===== src/rtl/des_subkey_sequencer_if.sv =====
// rtl/des_subkey_sequencer_if.sv - load and round-subkey handshake bundle for the DES subkey sequencer
interface des_subkey_sequencer_if #(
  parameter int KEY_W = 48
);
  // Subkeys from the combinational key schedule; bit KEY_W-1 is DES bit 1.
  logic [KEY_W-1:0] K1,  K2,  K3,  K4;
  logic [KEY_W-1:0] K5,  K6,  K7,  K8;
  logic [KEY_W-1:0] K9,  K10, K11, K12;
  logic [KEY_W-1:0] K13, K14, K15, K16;
  logic             load_valid;
  logic             load_ready;
  logic             decrypt;
  logic             abort;
  logic [KEY_W-1:0] subkey_out;
  logic             subkey_valid;
  logic             subkey_ready;
  logic [3:0]       round_cnt;
  logic [3:0]       key_sel;
  logic             last_round;
  logic             done;

  modport master (
    output K1, K2, K3, K4, K5, K6, K7, K8,
    output K9, K10, K11, K12, K13, K14, K15, K16,
    output load_valid, decrypt, abort, subkey_ready,
    input  load_ready, subkey_out, subkey_valid, round_cnt, key_sel, last_round, done
  );

  modport slave (
    input  K1, K2, K3, K4, K5, K6, K7, K8,
    input  K9, K10, K11, K12, K13, K14, K15, K16,
    input  load_valid, decrypt, abort, subkey_ready,
    output load_ready, subkey_out, subkey_valid, round_cnt, key_sel, last_round, done
  );
endinterface


===== src/rtl/des_subkey_sequencer.sv =====
// rtl/des_subkey_sequencer.sv - captures 16 DES subkeys and streams them forward or reversed, one per round
module des_subkey_sequencer #(
  parameter int KEY_W = 48
) (
  input logic                  clk,
  input logic                  rst_n,
  des_subkey_sequencer_if.slave bus
);

  typedef enum logic {
    IDLE = 1'b0,
    RUN  = 1'b1
  } state_t;

  state_t           state, state_nxt;
  logic [KEY_W-1:0] bank [16];
  logic [KEY_W-1:0] load_keys [16];
  logic             mode, mode_nxt;
  logic [3:0]       cnt, cnt_nxt;
  logic [3:0]       cnt_inc;
  logic [KEY_W-1:0] out_q, out_nxt;
  logic [3:0]       sel_q, sel_nxt;
  logic             last_q, last_nxt;
  logic             done_q, done_nxt;
  logic             load_take;

  // Gather the schedule outputs into an indexable view (index 0 = K1).
  assign load_keys[0]  = bus.K1;
  assign load_keys[1]  = bus.K2;
  assign load_keys[2]  = bus.K3;
  assign load_keys[3]  = bus.K4;
  assign load_keys[4]  = bus.K5;
  assign load_keys[5]  = bus.K6;
  assign load_keys[6]  = bus.K7;
  assign load_keys[7]  = bus.K8;
  assign load_keys[8]  = bus.K9;
  assign load_keys[9]  = bus.K10;
  assign load_keys[10] = bus.K11;
  assign load_keys[11] = bus.K12;
  assign load_keys[12] = bus.K13;
  assign load_keys[13] = bus.K14;
  assign load_keys[14] = bus.K15;
  assign load_keys[15] = bus.K16;

  assign cnt_inc = cnt + 4'd1;

  // Next-state and next-output decode; abort overrides both load and accept.
  always_comb begin
    state_nxt = state;
    mode_nxt  = mode;
    cnt_nxt   = cnt;
    out_nxt   = out_q;
    sel_nxt   = sel_q;
    last_nxt  = last_q;
    done_nxt  = 1'b0;
    load_take = 1'b0;

    if (bus.abort) begin
      // Drop back to IDLE and hide the bank; the stored keys simply stay put.
      state_nxt = IDLE;
      cnt_nxt   = 4'd0;
      out_nxt   = '0;
      sel_nxt   = 4'd0;
      last_nxt  = 1'b0;
    end else begin
      case (state)
        IDLE: begin
          if (bus.load_valid) begin
            load_take = 1'b1;
            mode_nxt  = bus.decrypt;
            cnt_nxt   = 4'd0;
            sel_nxt   = bus.decrypt ? 4'd15 : 4'd0;
            out_nxt   = bus.decrypt ? bus.K16 : bus.K1;
            last_nxt  = 1'b0;
            state_nxt = RUN;
          end
        end
        RUN: begin
          if (bus.subkey_ready) begin
            if (cnt == 4'd15) begin
              state_nxt = IDLE;
              cnt_nxt   = 4'd0;
              done_nxt  = 1'b1;
              out_nxt   = '0;
              sel_nxt   = 4'd0;
              last_nxt  = 1'b0;
            end else begin
              cnt_nxt  = cnt_inc;
              sel_nxt  = mode ? (4'd15 - cnt_inc) : cnt_inc;
              out_nxt  = bank[sel_nxt];
              last_nxt = (cnt_inc == 4'd15);
            end
          end
        end
        default: state_nxt = IDLE;
      endcase
    end
  end

  // State register.
  always_ff @(posedge clk or negedge rst_n) begin
    if (!rst_n) begin
      state <= IDLE;
    end else begin
      state <= state_nxt;
    end
  end

  // Sequence counter, mode and registered round outputs.
  always_ff @(posedge clk or negedge rst_n) begin
    if (!rst_n) begin
      mode   <= 1'b0;
      cnt    <= 4'd0;
      out_q  <= '0;
      sel_q  <= 4'd0;
      last_q <= 1'b0;
      done_q <= 1'b0;
    end else begin
      mode   <= mode_nxt;
      cnt    <= cnt_nxt;
      out_q  <= out_nxt;
      sel_q  <= sel_nxt;
      last_q <= last_nxt;
      done_q <= done_nxt;
    end
  end

  // Key bank: written only on the load handshake so K1..K16 may move afterwards.
  always_ff @(posedge clk or negedge rst_n) begin
    if (!rst_n) begin
      for (int i = 0; i < 16; i++) bank[i] <= '0;
    end else if (load_take) begin
      for (int i = 0; i < 16; i++) bank[i] <= load_keys[i];
    end
  end

  // Every output is a register or decoded purely from the state register.
  assign bus.load_ready   = (state == IDLE);
  assign bus.subkey_valid = (state == RUN);
  assign bus.subkey_out   = out_q;
  assign bus.round_cnt    = cnt;
  assign bus.key_sel      = sel_q;
  assign bus.last_round   = last_q;
  assign bus.done         = done_q;

endmodule

===== src/flat_wrapper.sv =====
// flat-port wrapper written by rule: the top's interface ports become plain ports
module des_subkey_sequencer_flat 
#(
  parameter int KEY_W = 48
)
  (clk, rst_n, bus_K1, bus_K2, bus_K3, bus_K4, bus_K5, bus_K6, bus_K7, bus_K8, bus_K9, bus_K10, bus_K11, bus_K12, bus_K13, bus_K14, bus_K15, bus_K16, bus_load_valid, bus_decrypt, bus_abort, bus_subkey_ready, bus_load_ready, bus_subkey_out, bus_subkey_valid, bus_round_cnt, bus_key_sel, bus_last_round, bus_done);
  des_subkey_sequencer_if #(.KEY_W(KEY_W)) bus_i ();
  input logic clk;
  input logic rst_n;
  input wire logic [$bits(bus_i.K1)-1:0] bus_K1;
  input wire logic [$bits(bus_i.K2)-1:0] bus_K2;
  input wire logic [$bits(bus_i.K3)-1:0] bus_K3;
  input wire logic [$bits(bus_i.K4)-1:0] bus_K4;
  input wire logic [$bits(bus_i.K5)-1:0] bus_K5;
  input wire logic [$bits(bus_i.K6)-1:0] bus_K6;
  input wire logic [$bits(bus_i.K7)-1:0] bus_K7;
  input wire logic [$bits(bus_i.K8)-1:0] bus_K8;
  input wire logic [$bits(bus_i.K9)-1:0] bus_K9;
  input wire logic [$bits(bus_i.K10)-1:0] bus_K10;
  input wire logic [$bits(bus_i.K11)-1:0] bus_K11;
  input wire logic [$bits(bus_i.K12)-1:0] bus_K12;
  input wire logic [$bits(bus_i.K13)-1:0] bus_K13;
  input wire logic [$bits(bus_i.K14)-1:0] bus_K14;
  input wire logic [$bits(bus_i.K15)-1:0] bus_K15;
  input wire logic [$bits(bus_i.K16)-1:0] bus_K16;
  input wire logic [$bits(bus_i.load_valid)-1:0] bus_load_valid;
  input wire logic [$bits(bus_i.decrypt)-1:0] bus_decrypt;
  input wire logic [$bits(bus_i.abort)-1:0] bus_abort;
  input wire logic [$bits(bus_i.subkey_ready)-1:0] bus_subkey_ready;
  output wire logic [$bits(bus_i.load_ready)-1:0] bus_load_ready;
  output wire logic [$bits(bus_i.subkey_out)-1:0] bus_subkey_out;
  output wire logic [$bits(bus_i.subkey_valid)-1:0] bus_subkey_valid;
  output wire logic [$bits(bus_i.round_cnt)-1:0] bus_round_cnt;
  output wire logic [$bits(bus_i.key_sel)-1:0] bus_key_sel;
  output wire logic [$bits(bus_i.last_round)-1:0] bus_last_round;
  output wire logic [$bits(bus_i.done)-1:0] bus_done;
  assign bus_i.K1 = bus_K1;
  assign bus_i.K2 = bus_K2;
  assign bus_i.K3 = bus_K3;
  assign bus_i.K4 = bus_K4;
  assign bus_i.K5 = bus_K5;
  assign bus_i.K6 = bus_K6;
  assign bus_i.K7 = bus_K7;
  assign bus_i.K8 = bus_K8;
  assign bus_i.K9 = bus_K9;
  assign bus_i.K10 = bus_K10;
  assign bus_i.K11 = bus_K11;
  assign bus_i.K12 = bus_K12;
  assign bus_i.K13 = bus_K13;
  assign bus_i.K14 = bus_K14;
  assign bus_i.K15 = bus_K15;
  assign bus_i.K16 = bus_K16;
  assign bus_i.load_valid = bus_load_valid;
  assign bus_i.decrypt = bus_decrypt;
  assign bus_i.abort = bus_abort;
  assign bus_i.subkey_ready = bus_subkey_ready;
  assign bus_load_ready = bus_i.load_ready;
  assign bus_subkey_out = bus_i.subkey_out;
  assign bus_subkey_valid = bus_i.subkey_valid;
  assign bus_round_cnt = bus_i.round_cnt;
  assign bus_key_sel = bus_i.key_sel;
  assign bus_last_round = bus_i.last_round;
  assign bus_done = bus_i.done;
  des_subkey_sequencer #(.KEY_W(KEY_W)) u_core (.clk(clk), .rst_n(rst_n), .bus(bus_i));
endmodule

===== config.mk =====
export PLATFORM = sky130hd
export DESIGN_NAME = des_subkey_sequencer_flat
export DESIGN_NICKNAME = d
export VERILOG_FILES = /design/src/rtl/des_subkey_sequencer_if.sv /design/src/rtl/des_subkey_sequencer.sv /design/src/flat_wrapper.sv
export SDC_FILE = /design/constraint.sdc
export NUM_CORES = 2
export LEC_CHECK = 0
export ABC_CLOCK_PERIOD_IN_PS = 6500
export CAP_MARGIN = 15
export CORE_AREA = 3 3 328 330
export CTS_CLUSTER_DIAMETER = 30
export DETAILED_ROUTE_END_ITERATION = 8
export DIE_AREA = 0 0 331 333
export PLACE_DENSITY = 0.67
export SLEW_MARGIN = 10
export SYNTH_ARGS = -nofsm -noshare
export SYNTH_HDL_FRONTEND = slang
export SYNTH_SLANG_ARGS = --single-unit
export TNS_END_PERCENT = 1

===== constraint.sdc =====
create_clock -name clk -period 6.5 [get_ports clk]
set_input_delay 0.65 -clock clk [delete_from_list [all_inputs] [get_ports clk]]
set_output_delay 0.65 -clock clk [all_outputs]
set_load 0.03 [all_outputs]

Word level (Yosys, flattened, before mapping)
Index checks and enable logic that the tools add are counted. Widths: inputs -> output; s select.

Output and inout bits: 60. Input port bits: 774. Logic and storage cells: 72. Bits in registers: 828.

Reductions and logical operators: 2. Add/subtract/negate cells: 2. Muxes and demuxes: 37. Bitwise gates (word level): 3. Magnitude comparators: 1. Equality and inequality tests: 4.

Operators by type and width (count): $mux 48 (7); $bmux 48 s4 (1); $pmux 48 s2 (1); $mux 4 (10); $pmux 4 s2 (2); $mux 1 (14); $eq 4x4->1 const B (2); $ne 3x3->1 const B (2); $ge 5x5->1 const B (1); $not 4->5 (1); $add 4x1->4 const B (1); $pmux 1 s2 (2); $sub 4x4->4 const A (1); $reduce_and 3->1 (1); $not 1->1 (2); $reduce_and 2->1 (1).

Depth between registers and ports, before layout
Word-level depth: 11. Depth in mapped cells: 14.

Worst setup path before layout
OpenSTA, ideal clock, no wires.

Path kind: register to register. Start: register u_core.cnt[0] (netlist: u_core.bus.round_cnt[0]). End: register u_core.out_q[38] (netlist: u_core.bus.subkey_out[38]). Required time: 6.366 ns. Stages on the path, launching flop included: 15. Clock period less this slack: 3.018 ns. Path slack: 3.482 ns. Buffers on the path: 8. Arrival: 2.884 ns. Path through: dfrtp_1 > buf_4 > buf_6 > buf_4 > buf_4 > inv_1 > ha_1 > buf_4 > nor2b_1 > buf_4 > buf_4 > clkbuf_1 > a22oi_1 > a31oi_2 > o221ai_2.

Longest elaborated chain between the ends: 11. Elaborated cells between the ends (all ways): 12.

Ends and longest elaborated chain: from (decl) (line des_subkey_sequencer.sv:19) `logic [3:0] cnt, cnt_nxt;`; from (signal assigned) (line des_subkey_sequencer.sv:120) `cnt <= cnt_nxt;`; $add 4x1->4 (line des_subkey_sequencer.sv:45) `assign cnt_inc = cnt + 4'd1;`; $sub 4x4->4 (line des_subkey_sequencer.sv:89) `sel_nxt = mode ? (4'd15 - cnt_inc) : cnt_inc;`; $mux 4 (line des_subkey_sequencer.sv:89); $not 4->5 (not written as such) (line des_subkey_sequencer.sv:90) `out_nxt = bank[sel_nxt];`; $bmux 48 s4 (line des_subkey_sequencer.sv:90); $mux 48 (not written as such) (2 in series) (line des_subkey_sequencer.sv:90); $mux 48 (*) (line des_subkey_sequencer.sv:80) `if (cnt == 4'd15) begin`; $mux 48 (*) (line des_subkey_sequencer.sv:79) `if (bus.subkey_ready) begin`; $pmux 48 s2 (*) (line des_subkey_sequencer.sv:66) `case (state)`; $mux 48 (*) (line des_subkey_sequencer.sv:58) `if (bus.abort) begin`; to (signal assigned) (line des_subkey_sequencer.sv:121) `out_q <= out_nxt;`; to (decl) (line des_subkey_sequencer.sv:21) `logic [KEY_W-1:0] out_q, out_nxt;`.

Mark *: on every way between the ends. The rest lies on a longest branch, timed or not. The select of a mux whose other input is x is not followed. A chain may end at the register's enable or synchronous reset.

Final worst setup path
Start: register u_core.cnt[0] (netlist: u_core.bus.round_cnt[0]). End: register u_core.out_q[17] (netlist: u_core.bus.subkey_out[17]).

The elaborated chain is that of the path after synthesis.

==> results.sh <==
export IMPL_firstDrtPassIters=5
export IMPL_stdcell_area_um2=61100
export IMPL_slew_headroom_pct=24.0
export IMPL_rr_worst_depth=7
export IMPL_antenna_left=0
export IMPL_synth_seq_cells=828
export IMPL_synthCells=3250
export IMPL_die_area_um2=110000
export IMPL_cts_resized=0
export IMPL_synth_top_cell_area_share_pct=46.5
export IMPL_leakage_nw=23.6
export IMPL_grt_max_degree=152
export IMPL_cts_buffers=205
export IMPL_cp_slowest_cell="dfrtp_4"
export IMPL_core_area_um2=105000
export IMPL_period_needed_ns=4.34
export IMPL_routabilityCongestion=0.881
export IMPL_dp_hpwl_mm=117
export IMPL_hold_depth=2
export IMPL_rsz0062_at_grt="false"
export IMPL_clk_pin_slew_ns=0.05
export IMPL_timing_final_ws_setup_ns=2.16
export IMPL_synth_avg_cell_area_um2=13.7
export IMPL_synth_edf_count=0
export IMPL_cp_required_ns=7.11
export IMPL_yosys_warnings=0
export IMPL_start_kind="flip-flop"
export IMPL_grt_pass1_wl_mm=234
export IMPL_netlist_top_cells_count="dfrtp_1, mux2_2, mux2i_1"
export IMPL_hp_class="input pin to flip-flop"
export IMPL_ys_flop_type="dfrtp_1"
export IMPL_ys_seq_area_share_pct=46.5
export IMPL_max_freq_mhz=231
export IMPL_irDropWorstVdd_mv=0.302
export IMPL_cts_tree="built"
export IMPL_crit_family="compound AO/OA/AOI/OAI gates"
export IMPL_wl_per_cell_um=29.0
export IMPL_ioPinCount=834
export IMPL_rows=119
export IMPL_grt_antenna_before_repair=35
export IMPL_grt_overflow=0
export IMPL_synth_nets=4026
export IMPL_crit_chain="inv_1 -> ha_4 -> nor2b_4 -> buf_12 -> a22oi_1 -> a32oi_1 -> o221ai_1"
export IMPL_final_nets=4825
export IMPL_finalCritPeriodShare_pct=66.7
export IMPL_drc_errors=0
export IMPL_slowest_delay_ns=1.06
export IMPL_root_buffer="clkbuf_16"
export IMPL_num_vias=32900
export IMPL_viasPerCell=5.83
export IMPL_finalClockSkew_ns=0.0243
export IMPL_yosysTopAreaCell="dfrtp_1"
export IMPL_path_buf_inv=2
export IMPL_synth_area_top_cells="dfrtp_1, mux2_2, mux2i_1"
export IMPL_power_density_nw_per_um2=361
export IMPL_async_flop_share_pct=100
export IMPL_fin_tns_setup_ns=0
export IMPL_netlist_area_um2=44600
export IMPL_die_h_um=333
export IMPL_hold_violations=0
export IMPL_grt_pass1_vias=34600
export IMPL_cp_depth=7
export IMPL_cts_sinks=828
export IMPL_cp_max_fo=97
export IMPL_dp_slack_ns=2.23
export IMPL_setup_viol_count_final=0
export IMPL_port_buffers=833
export IMPL_dieWidth_um=331
export IMPL_placed_area_um2=53700
export IMPL_worstSetupPathType="flip-flop to flip-flop"
export IMPL_drive_above_1_share_pct=32.5
export IMPL_arrival_ns=4.94
export IMPL_cts_max_level=4
export IMPL_cts_buffer_depth=3
export IMPL_start_util_pct=42.4
export IMPL_synth_most_common_cell="dfrtp_1"
export IMPL_wirelength_mm=163
export IMPL_grtUsageTotal_pct=28.9
export IMPL_clk_latency_ns=0.78
export IMPL_status="finished clean"
export IMPL_drv_cap=0
export IMPL_finalMaxSlewViolations=0
export IMPL_tightest_slew_ns=1.14
export IMPL_ys_types=48
export IMPL_drt_iter0_drc=2204
export IMPL_area_growth_pct=37.0
export IMPL_power_w=0.0221
export IMPL_end_kind="flip-flop"
## layout make-up
class                      count  area, µm²
antenna                       22       55.1
clock buffer                 279       5870
clock inverter               104       1450
fill                        8625      44100
inverter                       3       11.3
multi-input combinational   2126      22200
sequential                   828      20700
tap                         1391       1740
timing repair buffer         885       8960
## flip-flops by register name, summed over array words and instances, names as in the netlist
signal / count
u_core.bank: 768
u_core.bus.subkey_out: 48
u_core.bus.done: 1
u_core.bus.subkey_valid: 1
u_core.bus.last_round: 1
u_core.mode: 1
u_core.bus.round_cnt: 4
u_core.bus.key_sel: 4
## cells by family (layout without fill, tap and decap cells)
family / Yosys count / in the layout / synth area share, %
buf+inv: 296 / 1271 / 3.73
simple gates: 79 / 79 / 0.831
compound gates: 502 / 502 / 9.23
other cells: 0 / 22 / 0
xor+xnor: 5 / 5 / 0.132
flops: 828 / 828 / 46.5
fa+ha+maj: 2 / 2 / 0.0561
mux: 1538 / 1538 / 39.5
## routing by layer
layer | track usage (%) | vias to the layer above | routed length (µm)
met5 | 0 | - | 192
met4 | 13.7 | 30 | 7950
met3 | 8.65 | 325 | 12400
met2 | 51.3 | 1284 | 84400
met1 | 31.4 | 16900 | 58200
li1 | - | 14300 | -
## path summary, 6_finish.rpt
kind	startpoint	to	slack, ns
max reg2reg	u_core.bus.round_cnt[0]	u_core.bus.subkey_out[17]	2.16
min in group asynchronous	rst_n	u_core.bank[518]	0.50
max in group asynchronous	rst_n	u_core.bank[479]	4.34
max	u_core.bus.round_cnt[0]	u_core.bus.subkey_out[17]	2.16
min reg2reg	u_core.bank[746]	u_core.bank[746]	0.52
min	bus_K15[1]	u_core.bank[49]	0.48
## report_power, final
| part | switching [W] | leakage [nW] | internal (W) |
|---|---|---|---|
| Combinational | 0.00202 | 10.2 | 0.00230 |
| Clock | 0.00326 | 3.54 | 0.00742 |
| Sequential | 0.000918 | 9.84 | 0.00614 |
## per-stage QoR
stage	std cells	hold slack, ns	utilization (%)
2_1_floorplan	3250	0.354	-
3_3_place_gp	5232	0.500	51.1
3_5_place_dp	5232	0.511	51.1
4_1_cts	5616	0.425	58.0
5_1_grt	5624	0.453	58.1
6_report	5638	0.478	58.1
## cells in the final DEF, fill, tap and decap left out, types with 9 or more instances in the layout
cell             netlist  final
bufinv_16              0     29
o221ai_2              20     20
o21ai_0                9      9
mux4_2                96     96
clkbuf_16              0    207
nor2_1                52     52
a31oi_2               20     20
a221oi_1              48     48
a22oi_1              288    288
clkbuf_8               0     42
buf_12                 5     18
clkinv_2               0     32
clkdlybuf4s50_1        0    831
o221ai_1              28     28
a32oi_1               48     48
mux2_2               817    817
a31oi_1               28     28
clkinvlp_4             0     24
buf_4                 39     33
nand2_1               11     10
diode_2                0     22
mux2i_1              625    625
dfrtp_1              828    826
clkbuf_1              60     30
## what timing repair did
| item | CTS | global route |
|---|---|---|
| buffers inserted | 0 | 0 |
| endpoints found under the setup margin | 0 | 0 |
| endpoints found under the hold margin | 86 | 0 |
| hold buffers | 1 | 0 |
Power figures use the tool's default switching activity.
